### config.mk
export PLATFORM = sky130hd
export DESIGN_NAME = piece_bag_generator
export DESIGN_NICKNAME = d
export VERILOG_FILES = /design/src/rtl/piece_bag_generator.sv
export SDC_FILE = /design/constraint.sdc
export NUM_CORES = 1
export LEC_CHECK = 0
export CORE_MARGIN = 2
export CORE_UTILIZATION = 40
export CTS_CLUSTER_DIAMETER = 200
export DETAILED_ROUTE_END_ITERATION = 10
export GPL_TIMING_DRIVEN = 0
export MAX_ROUTING_LAYER = met4
export PLACE_DENSITY = 0.68
export SETUP_SLACK_MARGIN = 0.4
export SLEW_MARGIN = 20
export SYNTH_ARGS = -nofsm -noshare
export SYNTH_HDL_FRONTEND = slang
export SYNTH_SLANG_ARGS = --single-unit
### constraint.sdc
create_clock -name clk -period 12.9 [get_ports clk]
set_input_delay 2.58 -clock clk [delete_from_list [all_inputs] [get_ports clk]]
set_output_delay 2.58 -clock clk [all_outputs]
set_load 0.02 [all_outputs]
### src/rtl/piece_bag_generator.sv
// Tetris piece dealer: 7-bag randomizer fed by a free-running 16-bit Galois LFSR.
// Deals one 3-bit piece code per start/advance handshake into the next-piece queue.
module piece_bag_generator #(
    parameter logic [15:0] SEED     = 16'hACE1,
    parameter int          BAG_MODE = 1
) (
    input  logic        clk,
    input  logic        reset,
    input  logic        start,
    input  logic        advance,
    input  logic        seed_load,
    input  logic [15:0] seed,
    output logic [2:0]  piece_out,
    output logic        valid,
    output logic [2:0]  bag_count
);

    typedef enum logic [1:0] {IDLE, DEAL, READY} state_t;

    state_t      state_q, state_d;
    logic [15:0] lfsr_q, lfsr_d, lfsr_step;
    logic [6:0]  mask_q, mask_d, mask_set;
    logic [2:0]  piece_q, piece_d;
    logic [2:0]  count_q, count_d;
    logic        valid_q, valid_d;
    logic [2:0]  cand, pick;
    logic [3:0]  idx;
    logic [7:0]  mask_ext;
    logic        found;
    logic        deal;

    assign lfsr_step = lfsr_q[0] ? ({1'b0, lfsr_q[15:1]} ^ 16'hB400) : {1'b0, lfsr_q[15:1]};
    assign cand      = (lfsr_q[2:0] == 3'd7) ? 3'd0 : lfsr_q[2:0];
    // Bit 7 is forced set so a stray index of 7 can never be chosen.
    assign mask_ext  = {1'b1, mask_q};

    // Scan forward from the random candidate for the first piece not yet dealt this bag.
    always_comb begin
        pick  = cand;
        found = 1'b0;
        idx   = 4'd0;
        if (BAG_MODE != 0) begin
            for (int k = 0; k < 7; k++) begin
                idx = {1'b0, cand} + 4'(k);
                if (idx >= 4'd7) begin
                    idx = idx - 4'd7;
                end
                if (!found && !mask_ext[idx[2:0]]) begin
                    pick  = idx[2:0];
                    found = 1'b1;
                end
            end
        end
    end

    assign mask_set = mask_q | (7'd1 << pick);

    always_comb begin
        state_d = state_q;
        lfsr_d  = lfsr_step;
        mask_d  = mask_q;
        piece_d = piece_q;
        count_d = count_q;
        valid_d = valid_q;
        deal    = 1'b0;
        if (seed_load) begin
            lfsr_d  = (seed == 16'h0000) ? SEED : seed;
            mask_d  = 7'd0;
            count_d = 3'd0;
            valid_d = 1'b0;
            piece_d = 3'd0;
            state_d = IDLE;
        end else begin
            case (state_q)
                IDLE: begin
                    if (start) begin
                        state_d = DEAL;
                    end
                end
                DEAL: begin
                    deal    = 1'b1;
                    state_d = READY;
                end
                READY: begin
                    deal = advance;
                end
                default: begin
                    state_d = IDLE;
                end
            endcase
        end
        if (deal) begin
            piece_d = pick;
            valid_d = 1'b1;
            count_d = count_q + 3'd1;
            if (BAG_MODE != 0) begin
                // The seventh piece empties the bag on the same edge it is dealt.
                if (mask_set == 7'h7F) begin
                    mask_d  = 7'd0;
                    count_d = 3'd0;
                end else begin
                    mask_d = mask_set;
                end
            end else if (count_q == 3'd6) begin
                count_d = 3'd0;
            end
        end
    end

    always_ff @(posedge clk or posedge reset) begin
        if (reset) begin
            state_q <= IDLE;
            lfsr_q  <= SEED;
            mask_q  <= 7'd0;
            piece_q <= 3'd0;
            count_q <= 3'd0;
            valid_q <= 1'b0;
        end else begin
            state_q <= state_d;
            lfsr_q  <= lfsr_d;
            mask_q  <= mask_d;
            piece_q <= piece_d;
            count_q <= count_d;
            valid_q <= valid_d;
        end
    end

    assign piece_out = piece_q;
    assign valid     = valid_q;
    assign bag_count = count_q;

endmodule

==> results.yml, run 1 <==
run_status:
  outcome: "finished, final reports clean"
flow_run:
  timing.max_cap.violations: 0
synthesis:
  synth.largest_area_cell: "sky130_fd_sc_hd__dfrtp_1"
  post_synth_inst_count: 388
  synth_seq_area_share_pct: 24.3
  avgSynthCellArea_sq_um: 8.61
  postSynth.asyncResetShare_pct: 100
  postSynthNetCount: 421
  ys_warn_count: 0
  synth.distinct_cells: 83
  yosysMostFrequentCell: "sky130_fd_sc_hd__nor2_1"
  synth_enable_flop_cells: 0
  ys.flop_type: "sky130_fd_sc_hd__dfrtp_1"
  netlist_top_cells_count: "31 x sky130_fd_sc_hd__nor2_1, 24 x sky130_fd_sc_hd__dfrtp_1, 23 x sky130_fd_sc_hd__a21oi_1, 22 x sky130_fd_sc_hd__nand2_1"
  synth.top_cells.by_area: "sky130_fd_sc_hd__dfrtp_1 18%, sky130_fd_sc_hd__dfstp_2 6.3%, sky130_fd_sc_hd__mux2i_1 4.2%"
  synthDominantCellAreaShare_pct: 18.0
  netlist_area_sq_um: 3340
  ys_ff_latch: 32
cts:
  clock_insertion_delay_worst_skew_ps: 290
  root_buffer_selected_by_cts: "sky130_fd_sc_hd__clkbuf_8"
  clk_path_buf_depth: 2
  cts_htree_levels: 2
  clock_transition_at_the_registers_of_the_reported_paths_ps: 70
  cts_buffers: 5
  cts.repair.resized: 0
  cts_setup_buffers: 0
  clkSinkCount: 32
  cts_tree: "done"
  cts_hold_buf: 0
timing:
  post-route-min-period_ps: 5860
  timing.slew.headroom_pct: 51.8
  skew_ps: 5.22
  fin_setup_tns_ps: 0
  timing.final.setup_violations: 0
  grt_setup_unrepaired: "false"
  fmax_mhz: 171
  worst_hold_slack_ps: 472
  final.period_utilization_pct: 45.4
  worst_pin_slew_ps: 723
  hold_violations: 0
  final_max_slew_viol_count: 0
floorplanning:
  die_area_sq_um: 9100
  num_io_pins: 28
  die_height_um: 95.4
  coreArea_sq_um: 8180
  start_util_pct: 40.9
  die_w_um: 95.4
  rows: 33
placement:
  globalplace.congestion: 0.946
  detailedPlacementHpwl_mm: 7.16
  place.port_buffers: 26
pwr:
  power.ir.vdd_worst_uv: 113
  power.density_cell_area_nw_per_um2: 134
  p_leak_nw: 1.53
route:
  drt.antenna.violating_nets: 0
  wirelength_mm: 9.66
  dr.first_iter.drc_count: 347
  avgViaCountPerCell: 6.28
  post_drt_wl_per_cell_um: 18.3
  drt_pass1_iterations: 5
  dr_total_vias: 3311
  drc_errors: 0
critical_path:
  startpoint_type_of_the_worst_setup_path: "flop"
  regToRegSetupSlack_ps: 7040
  crit_fanout: 10
  timing.rr.start: "lfsr_q[1]"
  worstSetupEndpointType: "flop"
  critical_path_class: "flop to flop"
  cp.required_ps: 13080
  worst_ep_arrival_time_ps: 6040
  cp-startpoint: "lfsr_q[1]"
global_routing:
  gr-usage-all-layers_pct: 22.8
  global_route.overflow_total: 0
  grt_pass1_vias: 3162
  grt_max_degree: 33
  grt_antenna_before_repair: 0
  grt_first_pass_wirelength_mm: 15.9
finish:
  area_delta_synth_final_pct: 14.4
  layout_cells_sized_above_1_pct: 17.3
  antenna-diode-count: 0
  finish.net_count: 454
hold_path:
  min-delay-path-class: "flop to flop"
  hold_path.startpoint: "lfsr_q[12]"
-- final timing paths --
path | to | cells after the start
worst max-delay path | mask_q[5] | 20
worst min-delay path | lfsr_q[11] | 1
worst max register to register | mask_q[5] | 20
worst min register to register | lfsr_q[11] | 1
max in group asynchronous | lfsr_q[12] | 2
min in group asynchronous | state_q[1] | 2
-- layout by cell type, fill, tap and decap left out, types with 12 or more instances in the layout --
master,n
sky130_fd_sc_hd__dfrtp_1,24
sky130_fd_sc_hd__inv_1,12
sky130_fd_sc_hd__nor2_1,31
sky130_fd_sc_hd__nand2_1,22
sky130_fd_sc_hd__clkbuf_1,14
sky130_fd_sc_hd__a21oi_1,23
sky130_fd_sc_hd__o21ai_0,14
sky130_fd_sc_hd__clkdlybuf4s50_1,26
sky130_fd_sc_hd__buf_2,13
sky130_fd_sc_hd__mux2i_1,14
-- cell families (layout without fill, tap and decap cells) --
kind of cell,Yosys count,in the layout,synth area share [%]
compound gates,143,143,34.0
simple gates,122,122,19.5
buf+inv,44,78,5.99
flops,32,32,24.3
mux,28,28,9.44
fa+ha+maj,12,12,4.72
xor+xnor,7,7,2.06
-- critical path: stages (launching register included) --
cell and delay [ps]:
sky130_fd_sc_hd__dfrtp_1 410, sky130_fd_sc_hd__ha_1 200, sky130_fd_sc_hd__buf_6 140, sky130_fd_sc_hd__nor2b_1 370, sky130_fd_sc_hd__inv_1 280, sky130_fd_sc_hd__fa_1 580
sky130_fd_sc_hd__clkbuf_1 350, sky130_fd_sc_hd__mux2_2 390, sky130_fd_sc_hd__o211ai_1 220, sky130_fd_sc_hd__a21oi_2 140, sky130_fd_sc_hd__a311oi_2 350, sky130_fd_sc_hd__o21bai_2 250
sky130_fd_sc_hd__nand4b_4 280, sky130_fd_sc_hd__nor2_1 90, sky130_fd_sc_hd__o22ai_4 270, sky130_fd_sc_hd__and3_1 260, sky130_fd_sc_hd__nand4_1 120, sky130_fd_sc_hd__a32o_1 320
sky130_fd_sc_hd__or2_1 200, sky130_fd_sc_hd__clkbuf_1 210, sky130_fd_sc_hd__a32o_1 320
-- flip-flops by register name, indices dropped and copies added, names as in the netlist --
register   cells
lfsr_q        16
mask_q         7
bag_count      3
piece_out      3
state_q        2
valid          1
-- per-layer routing --
layer / GRT usage [%] / up-vias / routed length [um]
met5: - / - / 0
li1: - / 1546 / -
met3: 2.61 / 29 / 564
met1: 30.8 / 1599 / 4370
met4: 7.74 / 0 / 221
met2: 35.9 / 137 / 4510
-- per-stage QoR --
stage	total power (W)	instances	cell area, sq um	worst slack, ps	utilization (%)
after floorplan	0.000351	388	3340	7950	-
after global placement	0.000421	519	3730	7250	45.7
after detailed placement	0.000425	519	3730	7120	45.7
after CTS	0.000508	527	3820	7110	46.8
after global routing	0.000545	527	3820	6650	46.8
final	0.000512	527	3820	7040	46.8
-- area by class of cell --
cell class,count,area (sq um)
plain buffers,30,148
clock buffers,8,90.1
fillers,807,4350
inverters,14,52.6
multi-input cells,312,2330
flip-flops and latches,32,811
well taps,105,131
repair buffers,26,260
-- where the power goes --
part	internal (W)	switching [W]	total [W]
Clock	0.0000435	0.0000366	0.0000801
Combinational	0.000121	0.000185	0.000306
Sequential	0.000115	0.0000114	0.000126
Total	0.000279	0.000233	0.000512
Note: power is estimated with default switching activity, not from simulation.
==> run 2: changes to the inputs <==
--- a/config.mk
+++ b/config.mk
@@ -11,7 +11,7 @@
 export DETAILED_ROUTE_END_ITERATION = 10
 export GPL_TIMING_DRIVEN = 0
 export MAX_ROUTING_LAYER = met4
-export PLACE_DENSITY = 0.68
+export PLACE_DENSITY = 0.7
 export SETUP_SLACK_MARGIN = 0.4
 export SLEW_MARGIN = 20
 export SYNTH_ARGS = -nofsm -noshare
==> constraint.sdc (replaced) <==
create_clock -name clk -period 5.25 [get_ports clk]
set_input_delay 1.05 -clock clk [delete_from_list [all_inputs] [get_ports clk]]
set_output_delay 1.05 -clock clk [all_outputs]
set_load 0.02 [all_outputs]
==> run 2 against run 1 <==
  * Final area grew 14%
  * Via count grew 6.0%
  * Combinational power grew to 3.1 times the previous value
  * Sequential power grew 150%
  * Wire length grew 7.3%
  * Clock skew is essentially flat
  * Register-to-register slack lost 6700 ps
  * Clock-buffer cell count shrank 2
  * Clock power grew 140%
==> results.yml, run 2 (synthesis gave the netlist of run 1 again) <==
timing:
  hold_violations: 0
  final_max_slew_viol_count: 0
  worst_pin_slew_ps: 649
  skew_ps: 5.26
  fmax_mhz: 203
  worst_hold_slack_ps: 470
  final.period_utilization_pct: 94.0
  grt_setup_unrepaired: "true"
  timing.final.setup_violations: 0
  timing.slew.headroom_pct: 56.7
  post-route-worst-setup-slack_ps: 314
  post-route-min-period_ps: 4940
placement:
  globalplace.congestion: 0.958
  detailedPlacementHpwl_mm: 7.23
  place.port_buffers: 26
  place_ws_ps: -211
global_routing:
  grt_pass1_vias: 3501
  grt_first_pass_wirelength_mm: 16.8
  grt_antenna_before_repair: 0
  grt_max_degree: 33
  gr-usage-all-layers_pct: 24.2
  global_route.overflow_total: 0
floorplanning:
  num_io_pins: 28
  coreArea_sq_um: 8180
  die_w_um: 95.4
  die_height_um: 95.4
  die_area_sq_um: 9100
  start_util_pct: 40.9
  rows: 33
critical_path:
  worstSetupEndpointType: "flop"
  cp.required_ps: 5420
  worst_ep_arrival_time_ps: 5100
  startpoint_type_of_the_worst_setup_path: "flop"
  critical_path_class: "flop to flop"
  crit_fanout: 7
route:
  drc_errors: 0
  wirelength_mm: 10.4
  dr.first_iter.drc_count: 301
  post_drt_wl_per_cell_um: 18.5
  dr_total_vias: 3510
  drt_pass1_iterations: 5
  drt.antenna.violating_nets: 0
  avgViaCountPerCell: 6.27
pwr:
  flop_pwr_share_pct: 21.1
  power.switching_w: 0.000646
  combPwrFrac_pct: 65.6
  clkPwrFrac_pct: 13.3
  power.internal_w: 0.000820
  power.density_cell_area_nw_per_um2: 337
  power.ir.vdd_worst_uv: 212
  p_leak_nw: 1.77
  swShare_pct: 44.0
cts:
  cts_hold_buf: 0
  cts_buffers: 5
  cts_htree_levels: 2
  clkSinkCount: 32
  clock_transition_at_the_registers_of_the_reported_paths_ps: 70
  clk_path_buf_depth: 2
  root_buffer_selected_by_cts: "sky130_fd_sc_hd__clkbuf_8"
  cts_tree: "done"
  clock_insertion_delay_worst_skew_ps: 280
finish:
  top_regs: "lfsr_q: 16 flops, mask_q: 7 flops"
  layout_cells_sized_above_1_pct: 32.1
  final_common_cell: "sky130_fd_sc_hd__buf_4"
  layout_common_cells: "33 x sky130_fd_sc_hd__buf_4, 30 x sky130_fd_sc_hd__nor2_1, 26 x sky130_fd_sc_hd__clkdlybuf4s50_1"
  largest_register_ffs: 16
  registers.top_by_ff_count: "lfsr_q"
  antenna-diode-count: 0
  finish.net_count: 487
  area_delta_synth_final_pct: 30.1
run_status:
  outcome: "finished, final reports clean"
hold_path:
  min-delay-path-class: "flop to flop"
flow_run:
  timing.max_cap.violations: 0
run 2: final cells by class:
cell class / instances / area [sq um]
Fill cell: 773 / 3830
Clock buffer: 6 / 82.6
Multi-Input combinational cell: 312 / 2540
Clock inverter: 2 / 10.0
Timing Repair Buffer: 59 / 537
Tap cell: 105 / 131
Sequential cell: 32 / 811
Inverter: 14 / 55.1
Buffer: 30 / 176
run 2: worst max-delay path: stages (launching register included):
cell,delay (ps)
sky130_fd_sc_hd__dfrtp_1,400
sky130_fd_sc_hd__ha_2,190
sky130_fd_sc_hd__buf_6,130
sky130_fd_sc_hd__a21bo_4,220
sky130_fd_sc_hd__fa_1,520
sky130_fd_sc_hd__clkbuf_8,140
sky130_fd_sc_hd__mux2_4,290
sky130_fd_sc_hd__o211ai_1,280
sky130_fd_sc_hd__a21oi_4,120
sky130_fd_sc_hd__a311oi_2,310
sky130_fd_sc_hd__o21bai_4,240
sky130_fd_sc_hd__nand4b_4,210
sky130_fd_sc_hd__buf_12,110
sky130_fd_sc_hd__nor3_2,40
sky130_fd_sc_hd__a31oi_2,230
sky130_fd_sc_hd__buf_6,170
sky130_fd_sc_hd__nand3_1,70
sky130_fd_sc_hd__mux2i_1,200
sky130_fd_sc_hd__a31oi_2,160
sky130_fd_sc_hd__or3_1,430
sky130_fd_sc_hd__buf_6,140
sky130_fd_sc_hd__a32o_1,210
run 2: power groups by stage:
stage	combinational (W)	sequential, W	clock (W)
2_1_floorplan	0.000550	0.000312	0
3_3_place_gp	0.000722	0.000312	0
3_5_place_dp	0.000735	0.000313	0
4_1_cts	0.000873	0.000309	0.000203
5_1_grt	0.00102	0.000313	0.000209
6_report	0.000961	0.000309	0.000196
run 2: worst paths after layout:
path | start | end | slack (ps) | cells after the start
max | lfsr_q[1] | mask_q[3] | 310 | 21
min | lfsr_q[12] | lfsr_q[11] | 470 | 1
max reg2reg | lfsr_q[1] | mask_q[3] | 310 | 21
min reg2reg | lfsr_q[12] | lfsr_q[11] | 470 | 1
max in group asynchronous | reset | lfsr_q[8] | 3650 | 2
min in group asynchronous | reset | lfsr_q[9] | 1180 | 2
run 2: metal layers:
| layer | part of all wire (%) | wire, um | track usage [%] |
|---|---|---|---|
| met1 | 43 | 4500 | 29.9 |
| met2 | 47 | 4850 | 38.8 |
| met3 | 5.5 | 570 | 2.92 |
| met4 | 4.3 | 448 | 13.2 |
| met5 | 0 | 0 | - |
run 2: stage by stage:
step	utilization, %	setup TNS (ps)	area, sq um	std cells	total power (W)
final	53.2	0	4350	560	0.00147
after detailed placement	45.7	-1720	3740	519	0.00105
after global placement	45.7	-1180	3740	519	0.00103
after CTS	51.3	0	4200	550	0.00138
after global routing	53.2	0	4350	560	0.00154
after floorplan	-	0	3340	388	0.000863
run 2: timing repair:
item / in CTS / in global routing
setup endpoints to repair: 10 / 9
buffers inserted: 23 / 10
pin swaps: 23 / 8
resized for setup: 40 / 19
gates cloned: 0 / 0
==> run 3: changes to the inputs <==
--- a/config.mk
+++ b/config.mk
@@ -9,9 +9,10 @@
 export CORE_UTILIZATION = 40
 export CTS_CLUSTER_DIAMETER = 200
 export DETAILED_ROUTE_END_ITERATION = 10
+export DONT_BUFFER_PORTS = 1
 export GPL_TIMING_DRIVEN = 0
 export MAX_ROUTING_LAYER = met4
-export PLACE_DENSITY = 0.7
+export PLACE_DENSITY = 0.65
 export SETUP_SLACK_MARGIN = 0.4
 export SLEW_MARGIN = 20
 export SYNTH_ARGS = -nofsm -noshare
==> run 3 against run 2 <==
  * Clock power grew 16%
  * Final cell count shrank 6.3%
  * Combinational power shrank 7.4%
  * Clock-buffer cell count is the same
  * Critical path depth shrank 2
  * First-iteration DRC count shrank 17%
  * Sequential power grew 4%
  * Highest routed layer unchanged
==> results.yml, run 3 (synthesis gave the netlist of run 1 again) <==
critical_path:
  cp.required_ps: 5410
  worst_ep_arrival_time_ps: 5100
  worstSetupEndpointType: "flop"
  cp-startpoint: "lfsr_q[1]"
  critical_path_class: "flop to flop"
  slowest_stage: "sky130_fd_sc_hd__fa_1"
  critPathMaxStageDelay_ps: 510
  count_of_cells_along_the_worst_register_to_register_path: 19
  total_stage_count_of_the_critical_path: 19
  worst_path_most_repeated_cell: "sky130_fd_sc_hd__buf_6"
  regToRegSetupSlack_ps: 310
  crit_fanout: 7
  cp_cell_sequence: "ha_2 -> buf_6 -> a21bo_4 -> fa_1 -> clkbuf_8 -> mux2_2 -> o211ai_1 -> a21oi_4 -> buf_6 -> o31a_1 -> o32ai_2 -> o31ai_2 -> o22ai_4 -> and3_4 -> nand4_1 -> a32o_2 -> or3_1 -> buf_4 -> a32o_1"
  critPathTopFamily: "compound AO/OA/AOI/OAI gates"
  timing.rr.start: "lfsr_q[1]"
  startpoint_type_of_the_worst_setup_path: "flop"
  worst_r2r_endpoint: "mask_q[0]"
  path_buf_inv: 4
finish:
  layout_cells_sized_above_1_pct: 30.5
  registers.top_by_ff_count: "lfsr_q"
  nFillCells: 791
  finish.net_count: 452
  layout_common_cells: "29 x sky130_fd_sc_hd__nor2_1, 27 x sky130_fd_sc_hd__buf_4, 24 x sky130_fd_sc_hd__dfrtp_1"
  area.sequential_sq_um: 811
  final_common_cell: "sky130_fd_sc_hd__nor2_1"
  area_delta_synth_final_pct: 19.8
  multi_input_area_sq_um: 2540
  top_regs: "lfsr_q: 16 flops, mask_q: 7 flops"
  largest_register_ffs: 16
  finalCoreUtilization_pct: 48.9
  antenna-diode-count: 0
route:
  drc_errors: 0
  dr_total_vias: 3370
  drt_pass1_iterations: 4
  drt.antenna.violating_nets: 0
  wirelength_mm: 10.3
  avgViaCountPerCell: 6.42
  dr.first_iter.drc_count: 251
  post_drt_wl_per_cell_um: 19.6
timing:
  final.period_utilization_pct: 94.0
  post-route-worst-setup-slack_ps: 313
  worst_pin_slew_ps: 674
  skew_ps: 5.41
  fmax_mhz: 203
  grt_setup_unrepaired: "true"
  post-route-min-period_ps: 4940
  final_max_slew_viol_count: 0
  timing.final.setup_violations: 0
  timing.slew.headroom_pct: 55.1
  hold_violations: 0
pwr:
  power.ir.vdd_worst_uv: 211
  power_w: 0.00144
  p_leak_nw: 1.61
  power.density_cell_area_nw_per_um2: 360
floorplanning:
  die_height_um: 95.4
  num_io_pins: 28
  die_w_um: 95.4
  coreArea_sq_um: 8180
  rows: 33
  die_area_sq_um: 9100
  start_util_pct: 40.9
hold_path:
  hold_path.startpoint: "lfsr_q[3]"
  hold-path-cell-count: 1
  min-delay-path-class: "flop to flop"
  end_point_of_the_worst_hold_path: "lfsr_q[2]"
cts:
  clock_transition_at_the_registers_of_the_reported_paths_ps: 70
  root_buffer_selected_by_cts: "sky130_fd_sc_hd__clkbuf_8"
  clkSinkCount: 32
  cts_htree_levels: 2
  cts_buffers: 5
  clock_insertion_delay_worst_skew_ps: 280
  cts_tree: "done"
  cts_hold_buf: 0
  clk_path_buf_depth: 2
global_routing:
  global_route.overflow_total: 0
  grt_pass1_vias: 3277
  grt_first_pass_wirelength_mm: 16.4
  gr-usage-all-layers_pct: 23.7
  grt_antenna_before_repair: 0
  grt_max_degree: 33
placement:
  globalplace.congestion: 0.966
  place.port_buffers: 0
  place_ws_ps: -120
  detailedPlacementHpwl_mm: 7.03
run_status:
  outcome: "finished, final reports clean"
flow_run:
  timing.max_cap.violations: 0
[run 3: layer usage]
metal | wire length (um) | part of all wire [%] | track usage, % | up-vias
met2 | 5000 | 49 | 38.4 | 141
met5 | 0 | 0 | - | -
met4 | 372 | 3.6 | 10.8 | 0
li1 | - | - | - | 1543
met3 | 608 | 5.9 | 2.69 | 37
met1 | 4310 | 42 | 29.7 | 1649
[run 3: power by group]
group	switching (W)	internal [W]	total [W]
Clock	0.0000862	0.000141	0.000227
Combinational	0.000509	0.000381	0.000890
Sequential	0.0000398	0.000282	0.000322
Total	0.000635	0.000804	0.00144
[run 3: per-stage QoR]
| stage | instances | setup TNS [ps] | hold slack (ps) | instance area [sq um] |
|---|---|---|---|---|
| finish | 525 | 0 | 481 | 4000 |
| global route | 525 | 0 | 491 | 4000 |
| CTS | 517 | 0 | 483 | 3870 |
| detailed placement | 493 | -955 | 465 | 3480 |
| global placement | 493 | -747 | 460 | 3480 |
| floorplan | 388 | 0 | 450 | 3340 |
[run 3: layout make-up]
type	instances	area share [%]
multi-input cells	312	63.4
flip-flops and latches	32	20.3
repair buffers	24	4.60
plain buffers	30	4.35
well taps	105	3.28
clock buffers	6	1.81
inverters	14	1.38
clock inverters	2	0.876
[run 3: repair_timing]
| action | 4_1_cts | 5_1_grt |
|---|---|---|
| cloned | 0 | 1 |
| pin swaps | 14 | 7 |
| endpoints found under the hold margin | 0 | 0 |
| resized for setup | 34 | 18 |
| buffers inserted | 16 | 7 |
| endpoints found under the setup margin | 10 | 9 |
[run 3: worst max path at each step]
| stage | endpoint |
|---|---|
| global placement | mask_q[5] |
| detailed placement | mask_q[5] |
| CTS | mask_q[5] |
| floorplan | mask_q[0] |
| global route | mask_q[2] |
| finish | mask_q[0] |
[run 3: worst register-to-register path, stage by stage, from the launching register on]
cell and delay [ps]:
sky130_fd_sc_hd__dfrtp_1 400, sky130_fd_sc_hd__ha_2 180, sky130_fd_sc_hd__buf_6 130, sky130_fd_sc_hd__a21bo_4 240, sky130_fd_sc_hd__fa_1 510, sky130_fd_sc_hd__clkbuf_8 130, sky130_fd_sc_hd__mux2_2 320, sky130_fd_sc_hd__o211ai_1 260
sky130_fd_sc_hd__a21oi_4 130, sky130_fd_sc_hd__buf_6 130, sky130_fd_sc_hd__o31a_1 280, sky130_fd_sc_hd__o32ai_2 340, sky130_fd_sc_hd__o31ai_2 130, sky130_fd_sc_hd__o22ai_4 280, sky130_fd_sc_hd__and3_4 240, sky130_fd_sc_hd__nand4_1 90
sky130_fd_sc_hd__a32o_2 320, sky130_fd_sc_hd__or3_1 340, sky130_fd_sc_hd__buf_4 170, sky130_fd_sc_hd__a32o_1 210
